**config.mk**
```make
export PLATFORM = sky130hd
export DESIGN_NAME = mem_arbiter
export DESIGN_NICKNAME = d
export VERILOG_FILES = /design/src/rtl/mem_arb_pkg.sv /design/src/rtl/rr_arbiter.sv /design/src/rtl/mem_arbiter.sv
export SDC_FILE = /design/constraint.sdc
export NUM_CORES = 1
export LEC_CHECK = 0
export CELL_PAD_IN_SITES_DETAIL_PLACEMENT = 2
export CELL_PAD_IN_SITES_GLOBAL_PLACEMENT = 2
export CORE_UTILIZATION = 10
export DETAILED_ROUTE_END_ITERATION = 7
export GPL_ROUTABILITY_DRIVEN = 0
export PLACE_DENSITY = 0.95
export SYNTH_ARGS = -nofsm -noshare
export SYNTH_HDL_FRONTEND = slang
export SYNTH_HIERARCHICAL = 1
export SYNTH_SLANG_ARGS = --single-unit
```
**constraint.sdc**
```tcl
create_clock -name clk_i -period 1.79 [get_ports clk_i]
set_input_delay 0.358 -clock clk_i [delete_from_list [all_inputs] [get_ports clk_i]]
set_output_delay 0.358 -clock clk_i [all_outputs]
set_load 0.005 [all_outputs]
```
**src/rtl/mem_arb_pkg.sv**
```systemverilog
`default_nettype none
// ============================================================================
//  Module      : mem_arb_pkg
//  Description : Shared types and helpers for the unified-memory arbiter.
//                - req_id_t / mem_cmd_t : requester id and memory command for
//                  the default configuration (2 requesters, 32-bit address
//                  and data).
//                - id_width()           : requester-id width for any NUM_REQ.
//                  It never returns less than 1 bit.
//  Revision    : 1.0 - initial release
// ============================================================================
package mem_arb_pkg;

    localparam int c_DEF_NUM_REQ = 2;
    localparam int c_DEF_ADDR_W  = 32;
    localparam int c_DEF_DATA_W  = 32;

    typedef logic [$clog2(c_DEF_NUM_REQ)-1:0] req_id_t;

    typedef struct packed {
        logic                        we;
        logic [c_DEF_ADDR_W-1:0]     addr;
        logic [c_DEF_DATA_W-1:0]     wdata;
        logic [c_DEF_DATA_W/8-1:0]   be;
    } mem_cmd_t;

    // Width of a requester id. Never zero, so that a single-bit id still
    // exists when NUM_REQ is small.
    function automatic int id_width(input int num_req);
        return (num_req > 1) ? $clog2(num_req) : 1;
    endfunction

endpackage : mem_arb_pkg
`default_nettype wire

```
**src/rtl/rr_arbiter.sv**
```systemverilog
`default_nettype none
// ============================================================================
//  Module      : rr_arbiter
//  Description : Round-robin arbiter with a last-grant register.
//                - Search order : starts at last_grant+1 and wraps around.
//                - Reset value  : last_grant = NUM_REQ-1, so requester 0 wins
//                  the first contention after reset.
//                - Update rule  : last_grant changes only when a grant issues.
//                - No grant is issued while reset is held.
//                - Optional lock (macro MEM_ARB_LOCK_EN): while the most
//                  recent grant holder keeps i_lock asserted, only that holder
//                  can be granted.
//  Ports       :
//                clk           in   1          clock
//                rst_n         in   1          asynchronous reset, active low
//                i_valid       in   NUM_REQ    request vector
//                i_lock        in   NUM_REQ    lock request (MEM_ARB_LOCK_EN only)
//                o_grant       out  NUM_REQ    one-hot grant, or zero
//                o_grant_valid out  1          a grant is issued this cycle
//                o_grant_id    out  ID_W       index of the granted requester
//  Revision    : 1.0 - initial release
// ============================================================================
module rr_arbiter
    import mem_arb_pkg::*;
#(
    parameter int NUM_REQ = 2,
    parameter int ID_W    = id_width(NUM_REQ)
) (
    input  logic               clk,
    input  logic               rst_n,
    input  logic [NUM_REQ-1:0] i_valid,
    input  logic [NUM_REQ-1:0] i_lock,
    output logic [NUM_REQ-1:0] o_grant,
    output logic               o_grant_valid,
    output logic [ID_W-1:0]    o_grant_id
);

    logic [ID_W-1:0]    r_last;
    logic [NUM_REQ-1:0] w_req;
    logic [NUM_REQ-1:0] w_req_hi;
    logic               w_found;
    logic [ID_W-1:0]    w_id;

`ifdef MEM_ARB_LOCK_EN
    // Set once any grant has issued since reset. Right after reset there is
    // no previous holder, so nobody can be holding the lock.
    logic r_xfer_seen;
    logic w_lock_active;

    always_ff @(posedge clk or negedge rst_n) begin
        if (!rst_n) begin
            r_xfer_seen <= 1'b0;
        end else if (w_found) begin
            r_xfer_seen <= 1'b1;
        end
    end

    assign w_lock_active = r_xfer_seen & i_lock[r_last];
    assign w_req = w_lock_active ? (i_valid & (NUM_REQ'(1) << r_last) & {NUM_REQ{rst_n}})
                                 : (i_valid & {NUM_REQ{rst_n}});
`else
    logic w_unused_lock;
    assign w_unused_lock = ^i_lock;
    assign w_req = i_valid & {NUM_REQ{rst_n}};
`endif

    // Round-robin search, done in two halves.
    // - First half  : the lowest requester above last_grant.
    // - Second half : if there is none, the lowest requester overall.
    // This matches a wrapping search that starts at last_grant+1.
    always_comb begin
        w_req_hi = '0;
        for (int j = 0; j < NUM_REQ; j++) begin
            w_req_hi[j] = w_req[j] && (j > int'(r_last));
        end
    end

    always_comb begin
        w_found = |w_req;
        w_id    = '0;
        if (|w_req_hi) begin
            for (int j = NUM_REQ - 1; j >= 0; j--) begin
                if (w_req_hi[j]) begin
                    w_id = ID_W'(j);
                end
            end
        end else begin
            for (int j = NUM_REQ - 1; j >= 0; j--) begin
                if (w_req[j]) begin
                    w_id = ID_W'(j);
                end
            end
        end
    end

    always_ff @(posedge clk or negedge rst_n) begin
        if (!rst_n) begin
            r_last <= ID_W'(NUM_REQ - 1);
        end else if (w_found) begin
            r_last <= w_id;
        end
    end

    assign o_grant       = w_found ? (NUM_REQ'(1) << w_id) : '0;
    assign o_grant_valid = w_found;
    assign o_grant_id    = w_id;

endmodule : rr_arbiter
`default_nettype wire

```
**src/rtl/mem_arbiter.sv**
```systemverilog
`default_nettype none
// ============================================================================
//  Module      : mem_arbiter
//  Description : Shares one single-port memory between NUM_REQ requesters.
//                - Requester roles : 0 = CPU, 1 = GPU scanout, the rest DMA.
//                - Arbitration     : round robin, at most one access issued
//                  per cycle.
//                - Read responses  : returned to the issuing requester
//                  MEM_LATENCY cycles after the access is issued.
//                - Optional feature: macro MEM_ARB_LOCK_EN enables the
//                  req_lock_i hold-grant behaviour. Without it, req_lock_i
//                  is ignored.
//  Ports       :
//                clk_i        in   1                    clock
//                reset_ni     in   1                    async reset, active low
//                req_valid_i  in   NUM_REQ              request pending
//                req_ready_o  out  NUM_REQ              request accepted (one-hot/0)
//                req_we_i     in   NUM_REQ              1 = write
//                req_addr_i   in   NUM_REQ x ADDR_W     address
//                req_wdata_i  in   NUM_REQ x DATA_W     write data
//                req_be_i     in   NUM_REQ x DATA_W/8   byte enables
//                req_lock_i   in   NUM_REQ              hold grant (MEM_ARB_LOCK_EN)
//                rsp_valid_o  out  NUM_REQ              read data valid (one-hot/0)
//                rsp_rdata_o  out  DATA_W               read data (shared)
//                mem_en_o     out  1                    memory access strobe
//                mem_we_o     out  1                    memory write
//                mem_addr_o   out  ADDR_W               memory address
//                mem_wdata_o  out  DATA_W               memory write data
//                mem_be_o     out  DATA_W/8             memory byte enables
//                mem_rdata_i  in   DATA_W               memory read data
//  Revision    : 1.0 - initial release
// ============================================================================
module mem_arbiter
    import mem_arb_pkg::*;
#(
    parameter int NUM_REQ     = 2,
    parameter int ADDR_W      = 32,
    parameter int DATA_W      = 32,
    parameter int MEM_LATENCY = 1
) (
    input  logic                               clk_i,
    input  logic                               reset_ni,
    input  logic [NUM_REQ-1:0]                 req_valid_i,
    output logic [NUM_REQ-1:0]                 req_ready_o,
    input  logic [NUM_REQ-1:0]                 req_we_i,
    input  logic [NUM_REQ-1:0][ADDR_W-1:0]     req_addr_i,
    input  logic [NUM_REQ-1:0][DATA_W-1:0]     req_wdata_i,
    input  logic [NUM_REQ-1:0][DATA_W/8-1:0]   req_be_i,
    input  logic [NUM_REQ-1:0]                 req_lock_i,
    output logic [NUM_REQ-1:0]                 rsp_valid_o,
    output logic [DATA_W-1:0]                  rsp_rdata_o,
    output logic                               mem_en_o,
    output logic                               mem_we_o,
    output logic [ADDR_W-1:0]                  mem_addr_o,
    output logic [DATA_W-1:0]                  mem_wdata_o,
    output logic [DATA_W/8-1:0]                mem_be_o,
    input  logic [DATA_W-1:0]                  mem_rdata_i
);

    localparam int c_ID_W = id_width(NUM_REQ);

    // Command for this instance's parameter set. The package type only
    // covers the default widths.
    typedef struct packed {
        logic                  we;
        logic [ADDR_W-1:0]     addr;
        logic [DATA_W-1:0]     wdata;
        logic [DATA_W/8-1:0]   be;
    } cmd_t;

    logic [NUM_REQ-1:0] w_grant;
    logic               w_grant_valid;
    logic [c_ID_W-1:0]  w_grant_id;
    cmd_t               w_cmd;

    logic [MEM_LATENCY-1:0]             r_pipe_vld;
    logic [MEM_LATENCY-1:0][c_ID_W-1:0] r_pipe_id;

    rr_arbiter #(
        .NUM_REQ (NUM_REQ),
        .ID_W    (c_ID_W)
    ) u_rr_arbiter (
        .clk           (clk_i),
        .rst_n         (reset_ni),
        .i_valid       (req_valid_i),
        .i_lock        (req_lock_i),
        .o_grant       (w_grant),
        .o_grant_valid (w_grant_valid),
        .o_grant_id    (w_grant_id)
    );

    assign req_ready_o = w_grant;

    // Payload mux. Address and write data pass through unconditionally, so
    // their value is meaningless when no access is issued. The strobes, in
    // contrast, are forced to zero in that case.
    always_comb begin
        w_cmd.we    = w_grant_valid & req_we_i[w_grant_id];
        w_cmd.addr  = req_addr_i[w_grant_id];
        w_cmd.wdata = req_wdata_i[w_grant_id];
        w_cmd.be    = w_grant_valid ? req_be_i[w_grant_id] : '0;
    end

    assign mem_en_o    = w_grant_valid;
    assign mem_we_o    = w_cmd.we;
    assign mem_addr_o  = w_cmd.addr;
    assign mem_wdata_o = w_cmd.wdata;
    assign mem_be_o    = w_cmd.be;

    // Response routing pipeline. Each stage holds {read issued, requester id}.
    // The memory returns data in order with a fixed latency, so the last
    // stage names the owner of the current mem_rdata_i.
    always_ff @(posedge clk_i or negedge reset_ni) begin
        if (!reset_ni) begin
            r_pipe_vld <= '0;
            r_pipe_id  <= '0;
        end else begin
            r_pipe_vld[0] <= w_grant_valid & ~w_cmd.we;
            r_pipe_id[0]  <= w_grant_id;
            for (int s = 1; s < MEM_LATENCY; s++) begin
                r_pipe_vld[s] <= r_pipe_vld[s-1];
                r_pipe_id[s]  <= r_pipe_id[s-1];
            end
        end
    end

    assign rsp_valid_o = r_pipe_vld[MEM_LATENCY-1]
                       ? (NUM_REQ'(1) << r_pipe_id[MEM_LATENCY-1]) : '0;
    assign rsp_rdata_o = mem_rdata_i;

endmodule : mem_arbiter
`default_nettype wire

```
## After elaboration in Yosys (flattened, before gate mapping)

Cells that the tools add are included.

| storage, ports and cells | value |
|---|---|
| memory bits (read-only) | 0 |
| latch bits | 0 |
| word-level logic and storage cells | 27 |
| memories kept | 0 |
| register bits | 3 |
| output and inout port bits | 106 |
| memory bits (writable) | 0 |

| operators by class | value |
|---|---|
| divide/modulo/power cells | 0 |
| multiplexer cells | 14 |
| shift operators | 2 |
| reductions and logical operators | 2 |
| equality and inequality tests | 0 |
| bitwise operators | 4 |
| magnitude comparators | 2 |
| $mul | 0 |
| $add $sub $neg | 0 |

Operators with widths:

| kind | number |
|---|---|
| $mux W32 | 4 |
| $mux W4 | 3 |
| $mux W1 | 5 |
| $mux W2 | 2 |
| $shl A1 B1 Y2 const A | 2 |
| $and A1 B1 Y1 | 2 |
| $and A2 B2 Y2 | 1 |
| $lt A1 B2 Y1 const B | 1 |
| $reduce_or A2 Y1 | 1 |
| $gt A1 B1 Y1 const A | 1 |
| $logic_and A1 B1 Y1 | 1 |
| $not A1 Y1 | 1 |

## Longest topological paths before layout

Gate-level depths: netlist of run 1.

| logic depth | value |
|---|---|
| depth after elaboration | 9 |
| gate-level depth with buffers | 6 |
| mapped depth without buffers | 4 |

## Modules after synthesis

Netlist of run 1, hierarchy kept.

By module, submodules not included:

| module | times used | area each (µm²) | cells an instance |
|---|---|---|---|
| mem_arbiter | 1 | 1211.2 | 119 |
| rr_arbiter | 1 | 75.1 | 10 |

## Least setup slack after synthesis of run 1

No wires, ideal clock.

| timing | value |
|---|---|
| path type | input port to output port |
| from | input req_valid_i[1] |
| to | output mem_wdata_o[21] |
| cell stages on the path | 6 |
| required time | 1.432 ns |
| arrival time | 1.339 ns |
| slack | 0.093 ns |
| path through | nand2_1 -> a21oi_1 -> buf_6 -> buf_6 -> buf_8 -> mux2_4 |

| between the ends | value |
|---|---|
| longest elaborated chain between the ends | 6 |
| elaborated cells on any way between the ends | 7 |
| those cells by class | mux (5); bitwise (1); reduce/logical (1) |

Ends and longest elaborated chain:

| item | RTL line | source |
|---|---|---|
| from (decl) | mem_arbiter.sv:43 | `input logic [NUM_REQ-1:0] req_valid_i,` |
| $and A2 B2 Y2 (*) | rr_arbiter.sv:64 | `assign w_req = i_valid & {NUM_REQ{rst_n}};` |
| $mux W1 (2 in a row) | rr_arbiter.sv:89 | `if (w_req[j]) begin` |
| $mux W1 (*) | rr_arbiter.sv:81 | `if (\|w_req_hi) begin` |
| via w_grant_id | mem_arbiter.sv:73 | `logic [c_ID_W-1:0] w_grant_id;` |
| $mux W32 (implied by the code) (*) (2 in a row) | mem_arbiter.sv:100 | `w_cmd.wdata = req_wdata_i[w_grant_id];` |
| to (decl) | mem_arbiter.sv:55 | `output logic [DATA_W-1:0] mem_wdata_o,` |

Mark *: on every way through the listed nets, which the timed path passes. The rest lies on a longest branch. The select of a mux whose other input is x is not followed.

## Final worst setup path of run 1

| timing | value |
|---|---|
| from | register u_rr_arbiter.r_last |
| to | output mem_addr_o[24] |

| between the ends | value |
|---|---|
| longest elaborated chain between the ends | 5 |

Ends and longest elaborated chain:

| item | RTL line | source |
|---|---|---|
| from (decl) | rr_arbiter.sv:38 | `logic [ID_W-1:0] r_last;` |
| from (signal assigned) | rr_arbiter.sv:98 | `r_last <= ID_W'(NUM_REQ - 1);` |
| from (signal assigned) | rr_arbiter.sv:100 | `r_last <= w_id;` |
| $gt A1 B1 Y1 | rr_arbiter.sv:74 | `w_req_hi[j] = w_req[j] && (j > int'(r_last));` |
| $logic_and A1 B1 Y1 | rr_arbiter.sv:74 |  |
| $mux W1 | rr_arbiter.sv:81 |  |
| via w_grant_id | mem_arbiter.sv:73 |  |
| $mux W32 (implied by the code) (2 in a row) | mem_arbiter.sv:99 | `w_cmd.addr = req_addr_i[w_grant_id];` |
| to (decl) | mem_arbiter.sv:54 | `output logic [ADDR_W-1:0] mem_addr_o,` |

The timed path passes the listed nets, and every way through them passes these cells. The select of a mux whose other input is x is not followed.

==> flow_summary.yaml, run 1 <==
run_status:
  outcome: "finished with violations"
  violations: "setup timing"
floorplan:
  placement_rows: 41
  die_width_um: 115
  io-pin-count: 282
  core_area_mm2: 0.0126
  die_y_um: 115
  die-area_mm2: 0.0133
  initial_core_utilization_pct: 10.2
clock_network:
  cts.reportedPaths.clkPinSlew_ns: 0.03
  cts_max_path_buffers: 2
  htree_num_levels: 1
  clk-insertion-delay-late_ns: 0.22
  cts.sink_count: 3
  cts_buf_count: 3
  clk_root_buf: "sky130_fd_sc_hd__clkbuf_16"
  cts-hold-fix-buffers: 0
  tritoncts: "yes"
final_layout:
  final_common_cell: "sky130_fd_sc_hd__clkdlybuf4s50_1"
  layout-area-overhead-vs-synth_pct: 200
  mostFrequentLayoutCells: "sky130_fd_sc_hd__clkdlybuf4s50_1, sky130_fd_sc_hd__mux2_2, sky130_fd_sc_hd__buf_6, sky130_fd_sc_hd__buf_2, sky130_fd_sc_hd__buf_4"
  n_fill_cell: 1384
  final_stage_net_count: 522
  fraction_of_final_layout_cells_with_drive_strength_greater_than_1_pct: 53.0
  diodes: 0
route:
  drtAntennaViolNets: 0
  routed_via_density: 3.61
  vias_after_detailed_routing: 1865
  drt-pass1-iter-count: 3
  wl_per_cell_um: 17.3
  drt_wl_total_um: 8960
  initialDrtViolationCount: 27
  detail_route.drc_violations: 0
yosys:
  syn_inst: 129
  synth_area_leader_cell: "sky130_fd_sc_hd__mux2_2"
  synth_cell_types: 17
  yosys-top-cells-area: "sky130_fd_sc_hd__mux2_2, sky130_fd_sc_hd__buf_4, sky130_fd_sc_hd__mux2_4, sky130_fd_sc_hd__dfrtp_1, sky130_fd_sc_hd__mux2i_1"
  syn_avg_cell_area_um2: 9.97
  netlist_area_mm2: 0.00129
  synth_top_area_share_pct: 47.3
  synth_seq_cells: 3
  synth-seq-area-share_pct: 5.93
  postSynthNetCount: 305
  yosys_warns: 6
timing:
  fmax_ghz: 0.471
  report.final.slew_viol_count: 0
  final_total_negative_setup_slack_ns: -13.06
  final.setup.worst_slack_ns: -0.334
  post-route-period-util_pct: 119
  setup_viol_count_final: 69
  finalCriticalPeriod_ns: 2.12
  timing.final.hold_violations: 0
  max_slew_margin_pct: 88.5
  skew_ns: 0.00467
  worst_pin_slew_ns: 0.170
  unrepaired_setup_endpoints_after_global_routing: "true"
global_route:
  largest_net_degree_at_the_start_of_global_routing: 11
  grt_antenna_before_repair: 0
  number_of_global_route_vias_before_repair: 2125
  grt_pass1_wl_um: 12400
  global_route.overflow_total: 0
  grt_util_all_layers_pct: 12.6
setup_path:
  crit_path_start_kind: "flop"
  critical_path_arrival_ns: 1.77
  cp_slowest_stage_delay_ns: 0.55
  timing.critical_path.fanout_max: 5
  crit_type: "flop to primary output"
  cp.required_ns: 1.43
  path_delay_family: "buffers and inverters"
  timing.critical_path.mode_cell: "sky130_fd_sc_hd__buf_6"
  cp.buffers_inverters: 5
  worst_path_max_delay_cell: "sky130_fd_sc_hd__dfstp_2"
  critical_path.cell_chain: "a21oi_4 > buf_6 > buf_6 > buf_12 > buf_16 > mux2_4 > buf_6"
  endpoint_kind: "primary output"
place:
  dp.final_hpwl_um: 6840
  place_worst_setup_slack_ns: -0.914
  numPortBuffers: 215
job:
  maxCapViolCount: 0
power_and_ir_drop:
  p_per_area_mw_per_mm2: 380
  totalPowerFinal_w: 0.00146
  ir_drop_mv: 0.172
  total_leakage_power_nw: 1.62
worst_hold_path:
  hold_wc_path_type: "primary input to async pin"
-- path summary, 6_finish.rpt --
path | cells past startpoint | slack (ns) | from | to
worst max register to register | 7 | 0.24 | u_rr_arbiter/r_last | r_pipe_vld
worst min register to register | 4 | 0.73 | u_rr_arbiter/r_last | u_rr_arbiter/r_last
min in group clk_i | 5 | 0.59 | req_valid_i[1] | u_rr_arbiter/r_last
worst max-delay path | 7 | -0.33 | u_rr_arbiter/r_last | mem_addr_o[24]
worst min-delay path | 2 | 0.07 | reset_ni | r_pipe_vld
max in group asynchronous | 2 | 1.52 | reset_ni | u_rr_arbiter/r_last
-- routing by layer --
layer | global-route usage (%) | up-vias | part of all wire, %
li1 | - | 855 | -
met1 | 12.9 | 851 | 34
met2 | 25.1 | 145 | 55
met3 | 3.56 | 14 | 9.9
met4 | 2.60 | 0 | 1.3
met5 | 0 | - | 0
-- state kept, by name, indices dropped and copies added, names as in the netlist --
signal	count
r_pipe_id	1
u_rr_arbiter/r_last	1
r_pipe_vld	1
-- logic make-up after synthesis --
family / share of synthesized area, %
AO/OA/AOI/OAI: 2.43
buffers and inverters: 23.8
flip-flops: 5.93
multiplexers: 62.8
AND/OR/NAND/NOR: 4.96
-- synthesized netlist by cell type (all sizes together) --
cell,instances
mux2,64
buf,40
nor2b,6
mux2i,5
a21oi,4
and2,2
dfrtp,2
nand2,2
and3,1
dfstp,1
inv,1
o21a,1
-- stage by stage --
stage                     instances  area (um^2)  hold WS (ns)  util (%)
after detailed placement        486         3460         0.713      27.5
after CTS                       515         3820        0.0680      30.4
final                           517         3860        0.0656      30.7
after floorplan                 129         1290        0.0624         -
after global routing            517         3860        0.0798      30.7
after global placement          486         3460         0.699      27.5
-- layout make-up --
cell class	count	area (um^2)	area share [%]
Clock buffer	4	78.8	2.04
Inverter	1	3.75	0.0973
Multi-Input combinational cell	85	943	24.5
Sequential cell	3	76.3	1.98
Tap cell	172	215	5.58
Timing Repair Buffer	252	2540	65.8
-- what timing repair did --
item,in CTS,in global routing
resized for setup,326,28
endpoints found under the setup margin,73,70
pin swaps,2,0
gates cloned,8,1
setup buffers,18,4
-- power by group --
group          internal, W  switching (W)  total (W)  leakage [nW]
Combinational     0.000729       0.000292    0.00102          1.55
Sequential       0.0000790     0.00000610  0.0000851        0.0369
Clock             0.000294      0.0000645   0.000359        0.0382
(Power assumes the default switching activity.)
==> inputs of run 2 (changes only) <==
- TNS_END_PERCENT: default -> 10
- clock period: 1.79 -> 2.04 ns (I/O delays scaled with it)
==> flow_summary.yaml, run 2 (synthesized netlist as in run 1, its figures left out) <==
clock_network:
  cts-hold-fix-buffers: 0
  htree_num_levels: 1
  cts.sink_count: 3
  cts.reportedPaths.clkPinSlew_ns: 0.03
  tritoncts: "yes"
  clk_root_buf: "sky130_fd_sc_hd__clkbuf_16"
  cts_buf_count: 3
  cts_max_path_buffers: 2
  clk-insertion-delay-late_ns: 0.22
setup_path:
  timing.critical_path.fanout_max: 6
  critical_path_arrival_ns: 1.82
  endpoint_kind: "primary output"
  crit_path_start_kind: "flop"
  crit_type: "flop to primary output"
  reg2reg_slack_ns: 0.44
  worst_r2r_path_depth: 7
  worst_reg2reg_startpoint: "u_rr_arbiter/r_last"
  cp.required_ns: 1.63
  worstReg2RegEnd: "r_pipe_vld"
route:
  drt-pass1-iter-count: 4
  initialDrtViolationCount: 28
  met1Wirelength_um: 2880
  met3_wire_length_um: 997
  routed_via_density: 3.60
  drt_wl_total_um: 8740
  drtAntennaViolNets: 0
  dr_wl_met2_um: 4680
  wl_per_cell_um: 17.2
  vias_after_detailed_routing: 1827
  detail_route.drc_violations: 0
  top_signal_layer_used: "met4"
floorplan:
  die_width_um: 115
  initial_core_utilization_pct: 10.2
  core_area_mm2: 0.0126
  die-area_mm2: 0.0133
  die_y_um: 115
  io-pin-count: 282
  placement_rows: 41
global_route:
  global_route.overflow_total: 0
  grt_antenna_before_repair: 2
  grt_pass1_wl_um: 12100
  number_of_global_route_vias_before_repair: 2099
  largest_net_degree_at_the_start_of_global_routing: 9
  grt_util_all_layers_pct: 12.4
power_and_ir_drop:
  ir_drop_mv: 0.142
  netSwitchingFraction_pct: 24.8
  comb_power_share_pct: 69.0
  totalPowerFinal_w: 0.00125
  p_per_area_mw_per_mm2: 332
  pwr-share-clk_pct: 25.0
  seq_power_share_pct: 6.0
  power_switching_w: 0.000310
  cell_internal_pwr_w: 0.000940
  total_leakage_power_nw: 1.57
timing:
  max_slew_margin_pct: 81.8
  worst_pin_slew_ns: 0.273
  final_total_negative_setup_slack_ns: -3.21
  final.setup.worst_slack_ns: -0.186
  skew_ns: 0.00392
  fmax_ghz: 0.449
  setup_viol_count_final: 33
  post-route-period-util_pct: 109
  report.final.slew_viol_count: 0
  timing.final.hold_violations: 0
  unrepaired_setup_endpoints_after_global_routing: "true"
  fin_worst_hold_slack_ns: 0.116
  finalCriticalPeriod_ns: 2.23
place:
  numPortBuffers: 215
  dp.final_hpwl_um: 6700
  placed_cell_area_mm2: 0.00345
run_status:
  violations: "setup timing"
  outcome: "finished with violations"
final_layout:
  mostFrequentLayoutCells: "sky130_fd_sc_hd__clkdlybuf4s50_1, sky130_fd_sc_hd__mux2_2, sky130_fd_sc_hd__clkbuf_2, sky130_fd_sc_hd__buf_6, sky130_fd_sc_hd__mux2_4"
  final_stage_net_count: 511
  layout.cell_area.non_filler_mm2: 0.00377
  layout.core_utilization_pct: 30.0
  layout-area-overhead-vs-synth_pct: 193
  final_common_cell: "sky130_fd_sc_hd__clkdlybuf4s50_1"
  reg_top3: "r_pipe_id: 1 flops, r_pipe_vld: 1 flops, u_rr_arbiter/r_last: 1 flops"
  fraction_of_final_layout_cells_with_drive_strength_greater_than_1_pct: 49.4
worst_hold_path:
  hold_wc_path_type: "primary input to async pin"
job:
  maxCapViolCount: 0
## run 2: metal layers
metal	vias to the layer above	GRT usage [%]
li1	837	-
met1	829	12.2
met2	145	24.4
met3	16	4.39
met4	0	3.20
met5	-	0
## run 2: power by group through the flow
stage	clock network [W]	registers (W)	logic (W)
floorplan	0	0.0000732	0.000277
global placement	0	0.0000754	0.000763
detailed placement	0	0.0000762	0.000785
CTS	0.000317	0.0000753	0.000885
global route	0.000324	0.0000763	0.000921
finish	0.000313	0.0000753	0.000862
## run 2: worst max path at each step
stage,startpoint,slack (ns),endpoint
after floorplan,req_valid_i[1],0.24,mem_wdata_o[21]
after global placement,req_valid_i[1],-0.68,mem_addr_o[17]
after detailed placement,reset_ni,-0.74,mem_addr_o[25]
after CTS,u_rr_arbiter/r_last,-0.18,mem_addr_o[11]
after global routing,u_rr_arbiter/r_last,-0.23,mem_addr_o[6]
final,u_rr_arbiter/r_last,-0.19,mem_addr_o[6]
## run 2: cell type report
type / count / area, um^2
multi-input combinational: 85 / 960
tap: 172 / 215
inverter: 1 / 3.75
clock buffer: 4 / 78.8
timing repair buffer: 241 / 2430
sequential: 3 / 76.3
fill: 1385 / 8800
antenna: 2 / 5.00
## run 2: timing repair
action | 4_1_cts | 5_1_grt
setup endpoints to repair | 72 | 62
setup buffers | 8 | 0
cloned | 9 | 0
gates resized for setup | 252 | 42
pin swaps | 2 | 0
## run 2: worst max-delay path: stages (launching register included)
cell	delay [ns]
sky130_fd_sc_hd__dfstp_2	0.55
sky130_fd_sc_hd__a21oi_4	0.06
sky130_fd_sc_hd__buf_6	0.12
sky130_fd_sc_hd__buf_12	0.15
sky130_fd_sc_hd__buf_12	0.14
sky130_fd_sc_hd__buf_16	0.14
sky130_fd_sc_hd__mux2_4	0.31
sky130_fd_sc_hd__buf_6	0.12
## run 2: stage by stage
stage | setup WS, ns | cells
final | -0.186 | 508
after global placement | -0.683 | 485
after CTS | -0.183 | 506
after floorplan | 0.243 | 129
after detailed placement | -0.738 | 485
after global routing | -0.228 | 507
